## config.mk

```make
export PLATFORM = sky130hd
export DESIGN_NAME = fetch_prefetch_queue
export DESIGN_NICKNAME = d
export VERILOG_FILES = /design/src/rtl/fetch_prefetch_queue.sv
export SDC_FILE = /design/constraint.sdc
export NUM_CORES = 1
export LEC_CHECK = 0
export CORE_ASPECT_RATIO = 1.5
export CORE_UTILIZATION = 60
export CTS_BUF_LIST = sky130_fd_sc_hd__clkbuf_4
export DETAILED_ROUTE_END_ITERATION = 7
export GPL_ROUTABILITY_DRIVEN = 1
export GPL_TIMING_DRIVEN = 1
export PLACE_DENSITY = 0.88
export SYNTH_ARGS = -nofsm -noshare
export SYNTH_HDL_FRONTEND = slang
export SYNTH_SLANG_ARGS = --single-unit
export TNS_END_PERCENT = 30
```

## constraint.sdc

```tcl
create_clock -name clk -period 7 [get_ports clk]
set_input_delay 0.7 -clock clk [delete_from_list [all_inputs] [get_ports clk]]
set_output_delay 0.7 -clock clk [all_outputs]
set_load 0.02 [all_outputs]
```

## src/rtl/fetch_prefetch_queue.sv

```systemverilog
// Fetch stage: owns the PC, issues one instruction read per cycle and buffers
// {pc, instr} pairs in a DEPTH-entry FIFO that decode drains via valid/ready.
module fetch_prefetch_queue #(
    parameter int unsigned      XLEN     = 32,
    parameter int unsigned      ILEN     = 32,
    parameter int unsigned      DEPTH    = 4,
    parameter logic [XLEN-1:0]  RESET_PC = '0,
    parameter int unsigned      PC_STEP  = 4
) (
    input  logic                         clk,
    input  logic                         reset,
    output logic                         imem_req,
    output logic [XLEN-1:0]              imem_addr,
    input  logic [ILEN-1:0]              imem_rdata,
    input  logic                         redirect_valid,
    input  logic [XLEN-1:0]              redirect_pc,
    output logic                         out_valid,
    input  logic                         out_ready,
    output logic [XLEN-1:0]              out_pc,
    output logic [ILEN-1:0]              out_instr,
    output logic [$clog2(DEPTH+1)-1:0]   occupancy
);

    localparam int unsigned PW = $clog2(DEPTH);
    localparam int unsigned CW = $clog2(DEPTH+1);

    logic [XLEN-1:0] fetch_pc;
    logic [XLEN-1:0] pc_q;
    logic            inflight;
    logic [CW-1:0]   count;
    logic [PW-1:0]   wr_ptr;
    logic [PW-1:0]   rd_ptr;
    logic [XLEN-1:0] pc_mem    [DEPTH];
    logic [ILEN-1:0] instr_mem [DEPTH];

    logic [CW:0]     credit;
    logic            push;
    logic            pop;

    // Credit counts the outstanding read, so a response always finds a free slot.
    assign credit    = {1'b0, count} + (CW+1)'(inflight);
    assign imem_req  = !reset && !redirect_valid && (credit < (CW+1)'(DEPTH));
    assign imem_addr = reset ? RESET_PC : fetch_pc;

    assign out_valid = !reset && (count != '0);
    assign out_pc    = out_valid ? pc_mem[rd_ptr]    : '0;
    assign out_instr = out_valid ? instr_mem[rd_ptr] : '0;
    assign occupancy = reset ? '0 : count;

    // A redirect squashes both the arriving response and any pop in that cycle.
    assign push = inflight && !reset && !redirect_valid;
    assign pop  = out_valid && out_ready && !redirect_valid;

    // NOTE: state registers use non-blocking assignments so every flop samples
    // the pre-edge values; blocking here would chain updates within one edge.
    always_ff @(posedge clk) begin
        if (reset) begin
            fetch_pc <= RESET_PC;
            pc_q     <= '0;
            inflight <= 1'b0;
            count    <= '0;
            wr_ptr   <= '0;
            rd_ptr   <= '0;
        end else if (redirect_valid) begin
            fetch_pc <= redirect_pc & ~XLEN'(3);
            inflight <= 1'b0;
            count    <= '0;
            wr_ptr   <= '0;
            rd_ptr   <= '0;
        end else begin
            inflight <= imem_req;
            if (imem_req) begin
                fetch_pc <= fetch_pc + XLEN'(PC_STEP);
                pc_q     <= fetch_pc;
            end
            if (push) wr_ptr <= wr_ptr + PW'(1);
            if (pop)  rd_ptr <= rd_ptr + PW'(1);
            case ({push, pop})
                2'b10:   count <= count + CW'(1);
                2'b01:   count <= count - CW'(1);
                default: count <= count;
            endcase
        end
    end

    // NOTE: the storage array has no reset; count/pointers alone decide which
    // entries are live, so clearing the data would only cost reset fan-out.
    always_ff @(posedge clk) begin
        if (push) begin
            pc_mem[wr_ptr]    <= pc_q;
            instr_mem[wr_ptr] <= imem_rdata;
        end
    end

endmodule
```

==> results of run 1 <==
==> final timing paths <==
kind	to	from
worst max-delay path	out_pc[26]	register
worst max register to register	fetch_pc[20]	fetch_pc[4]
worst min-delay path	pc_mem[1][11]	pc_q[11]
worst min register to register	pc_mem[1][11]	pc_q[11]
==> report_power, final <==
| part | leakage [nW] | internal (mW) | switching, mW |
|---|---|---|---|
| Combinational | 1.76 | 0.0817 | 0.0829 |
| Sequential | 2.93 | 2.05 | 0.0333 |
| Clock | 0.524 | 0.692 | 0.665 |
| Total | 5.21 | 2.83 | 0.781 |
==> worst max-delay path, cell delays in order (launching register included) <==
cell and delay (ns):
dfxtp_4 0.80, buf_4 0.63, mux4_2 0.59, and2_1 0.17
clkdlybuf4s50_1 0.57
==> cell usage after synthesis (all sizes together) (3+ instances only) <==
cell type  number  area, um2
xnor2           6      52.55
edfxtp        248       7447
dfxtp          70       1401
a311oi          8      70.07
clkbuf         38      143.9
or4             8      67.56
or3             7      43.79
inv            18      67.56
nor3            5      25.02
a22oi           3      22.52
nand3          15      75.07
a21oi          33      165.2
and3            8      50.05
a211oi         10      75.07
nand4          10      68.81
o21ai           9      45.04
nand2          82      307.8
nor2           33      123.9
and2           66      412.9
and4            5      43.79
mux4           62       1396
nor4           14      93.84
a31oi           4      25.02
buf            18      96.34
nor2b          29      181.4
xor2            5      43.79
a2111oi         3      26.28
ha              6      75.07
==> placed cells by master, fill, tap and decap left out, drive strengths merged, types with 4 or more instances in the layout <==
cell | Yosys | final
edfxtp | 248 | 248
clkdlybuf4s50 | 0 | 161
clkbuf | 38 | 106
nand2 | 82 | 82
dfxtp | 70 | 70
and2 | 66 | 66
mux4 | 62 | 62
nor2 | 33 | 33
a21oi | 33 | 33
nor2b | 29 | 29
inv | 18 | 20
clkinv | 0 | 16
nand3 | 15 | 15
nor4 | 14 | 14
buf | 18 | 13
a211oi | 10 | 10
nand4 | 10 | 10
o21ai | 9 | 9
a311oi | 8 | 8
or4 | 8 | 8
and3 | 8 | 8
or3 | 7 | 7
xnor2 | 6 | 6
ha | 6 | 6
and4 | 5 | 5
nor3 | 5 | 5
xor2 | 5 | 5
a31oi | 4 | 4
conb | 1 | 4
==> stage by stage <==
stage	power [mW]	worst slack, ns	area (um2)	util (%)	hold slack, ns
3_3_place_gp	2.284	2.930	14780	70.15	0.4695
2_1_floorplan	2.202	3.940	12960	-	0.4583
4_1_cts	3.647	2.716	15640	74.26	0.4913
6_report	3.607	2.861	15640	74.27	0.4951
3_5_place_dp	2.289	2.883	14780	70.15	0.4814
5_1_grt	3.752	2.624	15640	74.27	0.5073
==> cell families after synthesis <==
family | synth area share (%)
compound gates | 4.772
xor+xnor | 0.7438
fa+ha+maj | 0.7341
buf+inv | 2.376
flops | 68.32
mux | 10.94
other cells | 0.02895
simple gates | 12.09
==> per-layer routing <==
layer  track usage [%]  vias to the layer above  share of wire (%)
met2             41.90                      331                 52
met4             11.75                        0                2.6
met3             4.711                       51                6.1
met1             28.96                     3851                 39
met5                 0                        -                  0
li1                  -                     3722                  -
==> layout make-up <==
| type | instances | area [um2] | area share (%) |
|---|---|---|---|
| Inverter | 18 | 67.56 | 0.4319 |
| Sequential cell | 318 | 8853 | 56.59 |
| Tap cell | 268 | 335.3 | 2.143 |
| Clock buffer | 106 | 795.8 | 5.087 |
| Clock inverter | 18 | 68.82 | 0.4399 |
| Antenna cell | 1 | 2.502 | 0.01600 |
| Timing Repair Buffer | 174 | 1707 | 10.91 |
| Multi-Input combinational cell | 468 | 3814 | 24.38 |
==> registers in the layout, summed over array words and instances, names as in the netlist, named ones only <==
name       cells
instr_mem    128
pc_mem       120
fetch_pc      30
pc_q          30
count          3
rd_ptr         2
wr_ptr         2
inflight       1
==> flow_summary.ini, run 1 <==
[die]
die_width_um = 122.0
dieArea_um2 = 22190
start_util_pct = 61.49
die_h_um = 181.9
io_pins = 169
rows = 65
core_um2 = 21060

[synth]
yosys_warnings = 0
syn_inst = 857
synth_area_um2 = 12950
synth-edff-count = 248
ys.flop_type = edfxtp_1
post_synth.cell_area_avg_um2 = 15.11
yosysSeqAreaShare_pct = 68.32
synth_cell_types = 61
async_flop_share_pct = 0
synth_seq_cells = 318

[timing]
hold_violations = 0
worstMarginPinSlew_ns = 1.255
setup_viol = 0
rsz0062_at_grt = no
slew_headroom_pct = 15.54
finClkSkew_ns = 0.03091
period_needed_ns = 4.139
tns_ns = 0
clock.fmax_ghz = 0.2416
timing.final.crit_share_pct = 59.13
slew_viol_final = 0

[clocking]
clock-sinks = 318
cts_tree = yes
cts_setup_buffers = 0
cts_buffers = 72
hold_buffers = 0
clock_latency_ns = 0.65
clk_pin_slew_worst_paths_ns = 0.07
ctsHtreeMaxLevel = 3
ctsResizeCount = 0
clock-root-buffer = clkbuf_4
cts.path.max_buffers = 3

[cells_and_area]
post_layout_nonfiller_instances = 1371
drive_above_1_share_pct = 17.88
final.fill_count = 1320
fin_nets = 1127
syn2layout_area_growth_pct = 20.78

[power_and_ir_drop]
leakage_nw = 5.214
powerDensity_nw_per_um2 = 230.6
peakVddDrop_v = 0.0001250

[min_path]
hold_class = register to register
hold_depth = 0

[routing]
ant_nets = 0
via_count = 7955
drt_wl_total_mm = 26.01
vias_per_cell = 5.802
drt_first_iter_violations = 504
drc = 0
firstDrtPassIters = 5
wl_per_cell_um = 18.97

[placement]
io_buffers = 162
hpwl_mm = 16.06
place_inst = 1246
gp_congestion = 0.9001

[global_route]
grt_pass1_vias = 8112
grt_max_degree = 64
grt_pass1_wl_mm = 40.97
grt_usage_pct = 24.33
antenna_found_initial = 1
overflow = 0

[worst_setup_path]
startpoint_type = register
required_ns = 6.30
r2r_setup_slack_ns = 4.37
critPathArrivalTime_ns = 3.44
worst_setup_path_end_kind = output port
crit_fanout = 33
worst_r2r_path_depth = 4
critical_path_class = register to output port

[run_status]
status = finished clean

[run]
drv_cap = 0
(Power assumes the default switching activity.)
==> run 2: changes to the inputs <==
--- a/config.mk
+++ b/config.mk
@@ -6,12 +6,12 @@
 export NUM_CORES = 1
 export LEC_CHECK = 0
 export CORE_ASPECT_RATIO = 1.5
-export CORE_UTILIZATION = 60
+export CORE_UTILIZATION = 52
 export CTS_BUF_LIST = sky130_fd_sc_hd__clkbuf_4
 export DETAILED_ROUTE_END_ITERATION = 7
 export GPL_ROUTABILITY_DRIVEN = 1
 export GPL_TIMING_DRIVEN = 1
-export PLACE_DENSITY = 0.88
+export PLACE_DENSITY = 0.81
 export SYNTH_ARGS = -nofsm -noshare
 export SYNTH_HDL_FRONTEND = slang
 export SYNTH_SLANG_ARGS = --single-unit
==> constraint.sdc (replaced) <==
create_clock -name clk -period 3.8 [get_ports clk]
set_input_delay 0.38 -clock clk [delete_from_list [all_inputs] [get_ports clk]]
set_output_delay 0.38 -clock clk [all_outputs]
set_load 0.02 [all_outputs]
==> run 2 against run 1 <==
  * Register-to-register slack got worse by 3.1 ns
  * First-iteration DRC count down 17%
  * Wire length grew 3.4%
  * Highest routed layer unchanged
==> flow_summary.ini, run 2 (synthesis gave the netlist of run 1 again) <==
[clocking]
clk_pin_slew_worst_paths_ns = 0.07
cts_setup_buffers = 0
ctsHtreeMaxLevel = 3
cts_buffers = 71
clock-sinks = 318
hold_buffers = 0
clock_latency_ns = 0.66
ctsResizeCount = 0
cts_tree = yes
cts.path.max_buffers = 3
clock-root-buffer = clkbuf_4

[cells_and_area]
drive_above_1_share_pct = 18.64
fin_nets = 1138
final.fill_count = 1794
post_layout_nonfiller_instances = 1447
syn2layout_area_growth_pct = 23.41
mostFrequentLayoutCells = 248 x edfxtp_1, 161 x clkdlybuf4s50_1, 106 x clkbuf_4
largest_register_ffs = 128
finish.utilization_pct = 65.41
final_common_cell = edfxtp_1
top_regs = instr_mem (128), pc_mem (120)
top_register = instr_mem

[timing]
clock.fmax_ghz = 0.2965
hold_ws_ns = 0.08593
period_needed_ns = 3.372
setup_viol = 0
slew_viol_final = 0
slew_headroom_pct = 25.29
worstMarginPinSlew_ns = 1.110
rsz0062_at_grt = no
hold_violations = 0
timing.final.crit_share_pct = 88.75
tns_ns = 0
finClkSkew_ns = 0.02521

[worst_setup_path]
r2r_end = fetch_pc[25]
r2r_start = fetch_pc[7]
crit_fanout = 42
critPathArrivalTime_ns = 2.99
critPathLaunch = count[2]
worst_setup_path_end_kind = output port
worst_r2r_path_depth = 4
r2r_setup_slack_ns = 1.27
required_ns = 3.42
startpoint_type = register
critical_path_class = register to output port

[die]
start_util_pct = 53.01
core_um2 = 24440
rows = 70
dieArea_um2 = 25560
io_pins = 169
die_h_um = 195.3
die_width_um = 130.9

[routing]
drt_first_iter_violations = 418
ant_nets = 0
vias_per_cell = 5.508
wl_per_cell_um = 18.58
firstDrtPassIters = 5
drt_wl_total_mm = 26.89
drc = 0
via_count = 7970

[placement]
io_buffers = 162
gp_congestion = 0.8694
hpwl_mm = 17.75
place_inst = 1314

[power_and_ir_drop]
peakVddDrop_v = 0.0002122
powerDensity_nw_per_um2 = 425.1
leakage_nw = 5.332
power_mw = 6.795

[min_path]
min-delay-start = reset
min_to = pc_q[31]
hold_class = input port to register
hold_depth = 2

[global_route]
antenna_found_initial = 1
overflow = 0
grt_pass1_vias = 8234
grt_usage_pct = 21.99
grt_pass1_wl_mm = 42.15
grt_max_degree = 78

[run]
drv_cap = 0

[run_status]
status = finished clean
-- run 2: metrics by stage --
stage          instance area [um2]  setup slack (ns)
2_1_floorplan                12960             1.060
3_3_place_gp                 15040            0.8290
3_5_place_dp                 15040            0.7689
4_1_cts                      15980            0.2882
5_1_grt                      15980            0.1809
6_report                     15980            0.4277
-- run 2: worst max path at each step --
| stage | endpoint | slack, ns | depth (start not counted) |
|---|---|---|---|
| after floorplan | instr_mem[0][0] | 1.06 | 3 |
| after global placement | count[2] | 0.83 | 10 |
| after detailed placement | count[2] | 0.77 | 10 |
| after CTS | out_instr[3] | 0.29 | 5 |
| after global routing | out_instr[3] | 0.18 | 5 |
| final | out_instr[3] | 0.43 | 5 |
-- run 2: cell type report --
class,instances,area (um2),share of cell area (%)
Clock buffer,106,795.8,4.978
Clock inverter,25,146.4,0.9158
Antenna cell,2,5.005,0.03131
Multi-Input combinational cell,468,3814,23.86
Inverter,18,67.56,0.4227
Tap cell,324,405.4,2.536
Timing Repair Buffer,186,1897,11.87
Sequential cell,318,8853,55.39
-- run 2: power by group --
| group | total [mW] | switching [mW] | internal (mW) |
|---|---|---|---|
| clock network | 2.65 | 1.23 | 1.42 |
| logic | 0.306 | 0.154 | 0.152 |
| registers | 3.84 | 0.0624 | 3.78 |
| total | 6.79 | 1.44 | 5.35 |
-- run 2: routing by layer --
metal  up-vias  GRT usage, %  part of all wire (%)
li1       3741             -                     -
met1      3859         24.95                    38
met2       312         38.59                    53
met3        58         4.603                   5.6
met4         0         10.98                   3.2
met5         -             0                     0
-- run 2: worst max-delay path: stages, from the launching register on --
cell             delay (ns)
dfxtp_1                0.46
nor2b_1                0.25
or3_2                  0.39
buf_4                  0.38
and2_1                 0.20
clkdlybuf4s50_1        0.62
